`config.mk`:
```
export PLATFORM = sky130hd
export DESIGN_NAME = pll_reset_sequencer
export DESIGN_NICKNAME = d
export VERILOG_FILES = /design/src/rtl/pll_seq_pkg.sv /design/src/rtl/sync_2ff.sv /design/src/rtl/pll_reset_sequencer.sv
export SDC_FILE = /design/constraint.sdc
export NUM_CORES = 1
export LEC_CHECK = 0
export ABC_AREA = 1
export CAP_MARGIN = 20
export CORE_MARGIN = 10
export CORE_UTILIZATION = 55
export DETAILED_ROUTE_END_ITERATION = 8
export GPL_ROUTABILITY_DRIVEN = 0
export GPL_TIMING_DRIVEN = 0
export PLACE_DENSITY = 0.76
export SETUP_SLACK_MARGIN = 0.4
export SYNTH_ARGS = -nofsm -noshare
export SYNTH_HDL_FRONTEND = slang
export SYNTH_SLANG_ARGS = --single-unit
```
`constraint.sdc`:
```
create_clock -name clk -period 2.2 [get_ports clk]
set_clock_uncertainty 0.15 [all_clocks]
set_input_delay 0.33 -clock clk [delete_from_list [all_inputs] [get_ports clk]]
set_output_delay 0.33 -clock clk [all_outputs]
set_load 0.03 [all_outputs]
```
`src/rtl/pll_seq_pkg.sv`:
```
// Shared definitions for the PLL reset sequencer: state encoding and
// the saturating status-counter increment.
package pll_seq_pkg;

    typedef enum logic [1:0] {
        PLL_RST   = 2'd0,
        WAIT_LOCK = 2'd1,
        HOLD      = 2'd2,
        RUN       = 2'd3
    } seq_state_t;

    function automatic logic [7:0] sat_inc8(input logic [7:0] v);
        return (v == 8'hFF) ? v : v + 8'd1;
    endfunction

endpackage

```
`src/rtl/sync_2ff.sv`:
```
// Generic two-flop synchroniser; resets asynchronously to all-zero.
module sync_2ff #(
    parameter int WIDTH = 1
) (
    input  logic             clk_i,
    input  logic             rst_i,
    input  logic [WIDTH-1:0] d_i,
    output logic [WIDTH-1:0] q_o
);

    logic [WIDTH-1:0] meta_q;
    logic [WIDTH-1:0] sync_q;

    always_ff @(posedge clk_i or posedge rst_i) begin
        if (rst_i) begin
            meta_q <= '0;
            sync_q <= '0;
        end else begin
            meta_q <= d_i;
            sync_q <= meta_q;
        end
    end

    assign q_o = sync_q;

endmodule

```
`src/rtl/pll_reset_sequencer.sv`:
```
// Brings the main PLL out of reset on the reference clock and releases the
// system reset only once PLL lock has been stable, retrying on timeout.
module pll_reset_sequencer
    import pll_seq_pkg::*;
#(
    parameter int PLL_RST_CYCLES      = 16,
    parameter int LOCK_STABLE_CYCLES  = 256,
    parameter int LOCK_TIMEOUT_CYCLES = 40000,
    parameter int HOLD_CYCLES         = 64,
    parameter int CNT_W               = 16
) (
    input  logic       clk,
    input  logic       reset,
    input  logic       pll_lock,
    output logic       pll_resetb,
    output logic       sys_reset,
    output logic       clk_ready,
    output logic [1:0] seq_state,
    output logic [7:0] retry_count,
    output logic [7:0] lock_loss_count
);

    localparam logic [CNT_W-1:0] CNT_ONE   = CNT_W'(1);
    localparam logic [CNT_W-1:0] RST_LAST  = CNT_W'(PLL_RST_CYCLES - 1);
    localparam logic [CNT_W-1:0] STAB_LAST = CNT_W'(LOCK_STABLE_CYCLES - 1);
    localparam logic [CNT_W-1:0] TO_LAST   = CNT_W'(LOCK_TIMEOUT_CYCLES - 1);
    localparam logic [CNT_W-1:0] HOLD_LAST = CNT_W'(HOLD_CYCLES - 1);

    logic             lock_s;
    seq_state_t       state_q, state_d;
    logic [CNT_W-1:0] cnt_q, cnt_d;
    logic [CNT_W-1:0] stab_q, stab_d;
    logic [7:0]       retry_q, retry_d;
    logic [7:0]       loss_q, loss_d;
    logic             pll_resetb_q, sys_reset_q, clk_ready_q;

    sync_2ff #(.WIDTH(1)) u_lock_sync (
        .clk_i (clk),
        .rst_i (reset),
        .d_i   (pll_lock),
        .q_o   (lock_s)
    );

    always_comb begin
        state_d = state_q;
        cnt_d   = cnt_q + CNT_ONE;
        stab_d  = '0;
        retry_d = retry_q;
        loss_d  = loss_q;
        case (state_q)
            PLL_RST: begin
                if (cnt_q == RST_LAST) state_d = WAIT_LOCK;
            end
            WAIT_LOCK: begin
                stab_d = lock_s ? stab_q + CNT_ONE : '0;
                // Qualified lock takes priority over a coincident timeout.
                if (lock_s && (stab_q == STAB_LAST)) begin
                    state_d = HOLD;
                end else if (cnt_q == TO_LAST) begin
                    state_d = PLL_RST;
                    retry_d = sat_inc8(retry_q);
                end
            end
            HOLD: begin
                if (!lock_s) state_d = PLL_RST;
                else if (cnt_q == HOLD_LAST) state_d = RUN;
            end
            RUN: begin
                cnt_d = cnt_q;
                if (!lock_s) begin
                    state_d = PLL_RST;
                    loss_d  = sat_inc8(loss_q);
                end
            end
            default: state_d = PLL_RST;
        endcase
        if (state_d != state_q) begin
            cnt_d  = '0;
            stab_d = '0;
        end
    end

    always_ff @(posedge clk or posedge reset) begin
        if (reset) begin
            state_q      <= PLL_RST;
            cnt_q        <= '0;
            stab_q       <= '0;
            retry_q      <= '0;
            loss_q       <= '0;
            pll_resetb_q <= 1'b0;
            sys_reset_q  <= 1'b1;
            clk_ready_q  <= 1'b0;
        end else begin
            state_q      <= state_d;
            cnt_q        <= cnt_d;
            stab_q       <= stab_d;
            retry_q      <= retry_d;
            loss_q       <= loss_d;
            // Outputs are decoded from the next state so they switch on the
            // same edge as the state register.
            pll_resetb_q <= (state_d != PLL_RST);
            sys_reset_q  <= (state_d != RUN);
            clk_ready_q  <= (state_d == RUN);
        end
    end

    assign pll_resetb      = pll_resetb_q;
    assign sys_reset       = sys_reset_q;
    assign clk_ready       = clk_ready_q;
    assign seq_state       = state_q;
    assign retry_count     = retry_q;
    assign lock_loss_count = loss_q;

endmodule

```
==> flow_summary_export.csv, run 1 <==
group,metric,value,unit
die,die_h,93.20,um
die,core,5140,sq um
clock_tree,cts_root_buf,"clkbuf_8",
setup_path,r2r_start,"cnt_q[0]$_DFFE_PP0P_",
yosys,synth_xor_area_share,7.134,%
setup_path,crit_fanout,5,
clock_tree,cts_buffers,5,
clock_tree,worstSkewPairLatency,0.31,ns
die,die_area,8685,sq um
placement,dp_hpwl,4.137,mm
route,wl,6.470,mm
route,vias,2397,
die,fp-row-count,26,
route,wl_per_cell,13.91,um
die,io_pins,24,
flow_run,cap_violations,0,
route,ant_nets,0,
setup_path,crit_path_start_kind,"flop",
yosys,synth_top_family_by_area,"simple AND/OR/NAND/NOR gates",
setup_path,crit_required,2.24,ns
power,irDropWorstVdd,0.0002834,V
route,drtPass1Iterations,4,
setup_path,crit_top_cell,"nand3_4",
timing,finalSetupTns,0,ns
power,p_per_area,426.3,nW/um^2
clock_tree,cts_tree,"built",
timing,rsz0062_at_grt,"true",
cells_and_area,final_cells,465,
global_routing,grt_pass1_wl,10.84,mm
placement,io_buffer_count,23,
yosys,synth-simple-area-share,34.31,%
yosys,synthAdderAreaFrac,1.699,%
yosys,synth_nets,343,
global_routing,grt_start_max_net_pins,41,
clock_tree,cts_sinks,55,
timing,slew_headroom,75.90,%
yosys,synth-seq-cells,55,
yosys,seq_area_frac_synth,46.75,%
setup_path,endpoint_kind,"flop",
cells_and_area,syn2layout_area_growth,30.23,%
yosys,yosysUniqueCellTypes,35,
cells_and_area,antenna_cells,0,
global_routing,grt_pass1_vias,2414,
route,drcViolationCount,0,
setup_path,crit_start,"cnt_q[0]$_DFFE_PP0P_",
setup_path,arrival,2.00,ns
cells_and_area,drive_above_1_share,30.63,%
clock_tree,clk_pin_slew,0.10,ns
global_routing,antenna_found_initial,0,
cells_and_area,fin_nets,401,
placement,dp.cells,430,
yosys,synth.mux.area_fraction,1.146,%
timing,fin_crit,1.955,ns
timing,final_max_slew_viol_count,0,
status,status,"complete, no violations",
setup_path,crit_chain,"ha_2 -> nand3_4 -> nor2_4 -> nand2_2 -> nand2_2 -> nand2_4 -> nand3_4 -> nand3_4 -> nand2_8 -> buf_6 -> buf_16 -> nor3_2",
yosys,synth_area_per_cell,8.770,sq um
hold_path,worstHoldPathType,"input port to asynchronous set/reset pin",
route,avgViaCountPerCell,5.155,
route,drt_iter0_drc,171,
setup_path,slowest_delay,0.37,ns
clock_tree,htree_num_levels,2,
clock_tree,clk_path_buf_depth,2,
setup_path,critPathSlowestCell,"dfrtp_1",
timing,setup_viol,0,
global_routing,grtUsageTotal,15.01,%
placement,place_area,3299,sq um
yosys,synth.cell_area,2947,sq um
timing,hold_violations,0,
yosys,ys_warn_count,0,
cells_and_area,mostFrequentLayoutCells,"dfrtp_1, nand2_1, nor2_1, inv_1, nand3_1",
cells_and_area,design_area,3837,sq um
timing,fin_crit_sh,88.86,%
die,die_w,93.20,um
setup_path,path_class,"flop to flop",
yosys,synth_compound_area_share,2.505,%
cells_and_area,final_common_cell,"dfrtp_1",
power,p_leak,1.796,nW
timing,max_freq,511.5,MHz
yosys,postSynthCellCount,336,
timing,worst_pin_slew,0.3607,ns
global_routing,grt-ovfl-total,0,
die,start_util,57.33,%
-- timing repair --
action / in CTS / in global routing
gates cloned: 2 / 0
hold buffers: 0 / 0
gates resized for setup: 47 / 32
pin swaps: 7 / 15
setup endpoints to repair: 59 / 44
setup buffers: 15 / 10
-- through the flow --
stage                     utilization (%)  hold slack [ns]  total power [mW]  setup WS, ns
final                               74.66           0.1847             1.636        0.2451
after global routing                74.66           0.2211             1.701        0.1490
after CTS                           70.69           0.1965             1.645        0.2769
after detailed placement            64.19           0.1948             1.091        0.1480
after global placement              63.80           0.1861             1.086        0.1737
after floorplan                         -           0.1812             1.072        0.3972
-- power by group --
| group | switching, mW | internal [mW] | leakage [nW] |
|---|---|---|---|
| Sequential | 0.00828 | 1.02 | 0.730 |
| Combinational | 0.0366 | 0.0197 | 1.02 |
| Clock | 0.331 | 0.224 | 0.0412 |
| Total | 0.376 | 1.26 | 1.80 |
-- synthesized netlist by cell type, drive strengths merged --
library cell | n | area, sq um
a22oi | 1 | 7.510
mux2 | 3 | 33.78
nor3b | 1 | 7.510
o21bai | 2 | 15.01
nor4 | 1 | 6.260
a21oi | 1 | 5.000
o21ai | 4 | 20.01
and2 | 1 | 6.260
xnor2 | 8 | 70.07
buf | 2 | 22.52
clkbuf | 1 | 3.750
o21a | 1 | 7.510
nor2 | 58 | 237.7
ha | 4 | 50.05
dfrtp | 54 | 1351
inv | 43 | 163.9
a31oi | 3 | 18.77
nand4 | 9 | 56.30
nor3 | 28 | 240.2
dfstp | 1 | 26.28
nand3b | 1 | 7.510
nand2 | 59 | 236.5
xor2 | 16 | 140.1
nand3 | 32 | 200.2
or2 | 2 | 12.51
-- layout make-up --
cell class                 count  area, sq um
buffer                         3        40.04
clock buffer                   6        72.57
fill                         387         1303
multi-input combinational    235         1583
timing repair buffer          51        486.7
sequential                    55         1385
tap                           70        87.58
clock inverter                 2        12.51
inverter                      43        170.2
-- layer usage --
| layer | track usage (%) | up-vias | share of wire (%) |
|---|---|---|---|
| met3 | 3.917 | 11 | 4.8 |
| li1 | - | 1193 | - |
| met5 | 0 | - | 0 |
| met2 | 26.05 | 43 | 51 |
| met1 | 17.17 | 1150 | 43 |
| met4 | 6.041 | 0 | 1.9 |
-- critical path: cells and delay by family, from the launching register on --
family        cells  cell delay (ns)
simple gates      9             0.88
flops             1             0.37
buf+inv           2             0.22
fa+ha+maj         1             0.21
-- registers in the layout, indices dropped and copies added (netlist names) --
register and flops:
retry_count 8, seq_state 2, u_lock_sync.meta_q 1, lock_loss_count 8, pll_resetb 1, clk_ready 1, u_lock_sync.q_o 1, stab_q 16
cnt_q 16, sys_reset 1
-- worst paths after layout --
kind	endpoint	cells past startpoint	slack [ns]
max	cnt_q[9]$_DFFE_PP0P_	12	0.25
min	retry_count[5]$_DFFE_PP0P_	2	0.18
max reg2reg	cnt_q[9]$_DFFE_PP0P_	12	0.25
min reg2reg	u_lock_sync.q_o$_DFF_PP0_	0	0.22
max in group asynchronous	sys_reset$_DFF_PP1_	3	1.16
min in group clk	u_lock_sync.q_o$_DFF_PP0_	0	0.22
-- logic make-up after synthesis --
kind of cell             Yosys count
AND/OR/NAND/NOR                  192
flip-flops                        55
buffers and inverters             46
XOR/XNOR                          24
AO/OA/AOI/OAI                     12
adder cells (fa/ha/maj)            4
multiplexers                       3
(Power assumes the default switching activity.)
==> inputs of run 2 (changes only) <==
- CORE_UTILIZATION: 55 -> 40
- PLACE_DENSITY: 0.76 -> 0.6
==> flow_summary_export.csv, run 2 (same netlist as run 1, synthesis figures left out) <==
group,metric,value,unit
route,vias,2366,
placement,dp_hpwl,4.239,mm
route,ant_nets,0,
timing,rsz0062_at_grt,"true",
setup_path,arrival,2.04,ns
placement,dp_slack,0.1284,ns
timing,setup_viol,0,
setup_path,path_class,"flop to flop",
setup_path,crit_buf_inv,3,
route,drtPass1Iterations,4,
setup_path,slowest_delay,0.42,ns
die,die_h,105.8,um
cells_and_area,drive_above_1_share,31.41,%
die,fp-row-count,31,
clock_tree,worstSkewPairLatency,0.31,ns
cells_and_area,antenna_cells,0,
power,p_per_area,422.7,nW/um^2
die,die_w,105.8,um
timing,final_max_slew_viol_count,0,
timing,worst_pin_slew,0.5296,ns
timing,slew_headroom,64.62,%
timing,finalSetupTns,0,ns
global_routing,grt_pass1_vias,2300,
clock_tree,htree_num_levels,2,
clock_tree,clk_pin_slew,0.11,ns
cells_and_area,fin_nets,404,
die,io_pins,24,
global_routing,grt_start_max_net_pins,34,
setup_path,critPathSlowestCell,"dfrtp_1",
global_routing,antenna_found_initial,0,
timing,fin_crit_sh,88.82,%
timing,finalWorstSetupSlack,0.2460,ns
global_routing,grt_pass1_wl,10.86,mm
global_routing,grt-ovfl-total,0,
setup_path,crit_family,"simple AND/OR/NAND/NOR gates",
clock_tree,cts_tree,"built",
clock_tree,postCtsHoldBufs,0,
setup_path,crit_chain,"ha_4 -> nand3_4 -> nor2_4 -> nand3_4 -> nand2_2 -> nand2_1 -> nand2_1 -> nand2_2 -> clkinv_4 -> nand2_8 -> buf_12 -> buf_12 -> nor3_4",
hold_path,worstHoldPathType,"flop to flop",
timing,holdWs,0.2080,ns
clock_tree,clk_path_buf_depth,2,
timing,fin_crit,1.954,ns
setup_path,crit_fanout,5,
clock_tree,cts_root_buf,"clkbuf_8",
die,core,7214,sq um
route,drt_iter0_drc,63,
timing,max_freq,511.8,MHz
die,start_util,40.84,%
power,irDropWorstVdd,0.0002475,V
clock_tree,cts_buffers,5,
route,wl_per_cell,12.94,um
global_routing,grtUsageTotal,11.35,%
clock_tree,cts_sinks,55,
power,p_leak,1.807,nW
setup_path,crit_required,2.29,ns
status,status,"complete, no violations",
placement,io_buffer_count,23,
setup_path,crit_path_start_kind,"flop",
cells_and_area,syn2layout_area_growth,35.80,%
timing,hold_violations,0,
cells_and_area,reg.largest.list,"cnt_q x16, stab_q x16",
setup_path,endpoint_kind,"flop",
route,drcViolationCount,0,
die,die_area,11200,sq um
route,avgViaCountPerCell,4.761,
cells_and_area,final_common_cell,"nand2_1",
flow_run,cap_violations,0,
cells_and_area,mostFrequentLayoutCells,"nand2_1, dfrtp_1, nor2_1, inv_1, nand3_1",
route,wl,6.431,mm
[run 2: cell types whose count changed in the layout (fill, tap and decap cells not counted), sizes merged]
cell    change
clkbuf      +1
buf         +2
[run 2: what timing repair did]
item / 4_1_cts / 5_1_grt
pin swaps: 19 / 14
gates resized for setup: 60 / 26
buffers inserted: 20 / 7
cloned: 2 / 1
endpoints found under the setup margin: 60 / 43
[run 2: layout make-up]
type                    instances  area (sq um)
clock inverters                 2         16.27
repair buffers                 54         571.8
plain buffers                   3         45.04
fillers                       657          3213
well taps                      99         123.9
flip-flops and latches         55          1385
multi-input cells             235          1604
inverters                      43         172.7
clock buffers                   6         82.58
[run 2: worst register-to-register path, cell delays in order (launching register included)]
cell	delay (ns)
dfrtp_1	0.42
ha_4	0.18
nand3_4	0.09
nor2_4	0.13
nand3_4	0.11
nand2_2	0.08
nand2_1	0.05
nand2_1	0.08
nand2_2	0.07
clkinv_4	0.07
nand2_8	0.08
buf_12	0.14
buf_12	0.13
nor3_4	0.12
[run 2: stage by stage]
stage	cell area, sq um	cells	total power [mW]	utilization (%)
finish	4001	497	1.691	55.46
global route	4001	497	1.763	55.46
CTS	3814	489	1.720	52.86
detailed placement	3336	459	1.092	46.24
global placement	3316	458	1.087	45.96
floorplan	2962	336	1.072	-
[run 2: worst paths after layout]
| kind | start | end | slack, ns | cells after the start |
|---|---|---|---|---|
| setup / recovery | stab_q[0]$_DFF_PP0_ | stab_q[11]$_DFF_PP0_ | 0.25 | 13 |
| min in group asynchronous | reset | lock_loss_count[7]$_DFFE_PP0P_ | 0.25 | 2 |
| hold reg to reg | u_lock_sync.meta_q$_DFF_PP0_ | u_lock_sync.q_o$_DFF_PP0_ | 0.21 | 0 |
| setup reg to reg | stab_q[0]$_DFF_PP0_ | stab_q[11]$_DFF_PP0_ | 0.25 | 13 |
| max in group asynchronous | reset | sys_reset$_DFF_PP1_ | 1.05 | 3 |
| hold / removal | u_lock_sync.meta_q$_DFF_PP0_ | u_lock_sync.q_o$_DFF_PP0_ | 0.21 | 0 |
[run 2: where the power goes]
group,internal [mW],switching (mW)
registers,1.02,0.00790
logic,0.0250,0.0393
clock network,0.258,0.344
total,1.30,0.392
[run 2: layer usage]
| layer | global-route usage, % | vias up | share of wire, % |
|---|---|---|---|
| li1 | - | 1199 | - |
| met1 | 13.86 | 1139 | 44 |
| met2 | 19.83 | 22 | 52 |
| met3 | 2.192 | 6 | 3.1 |
| met4 | 3.191 | 0 | 0.92 |
| met5 | 0 | - | 0 |
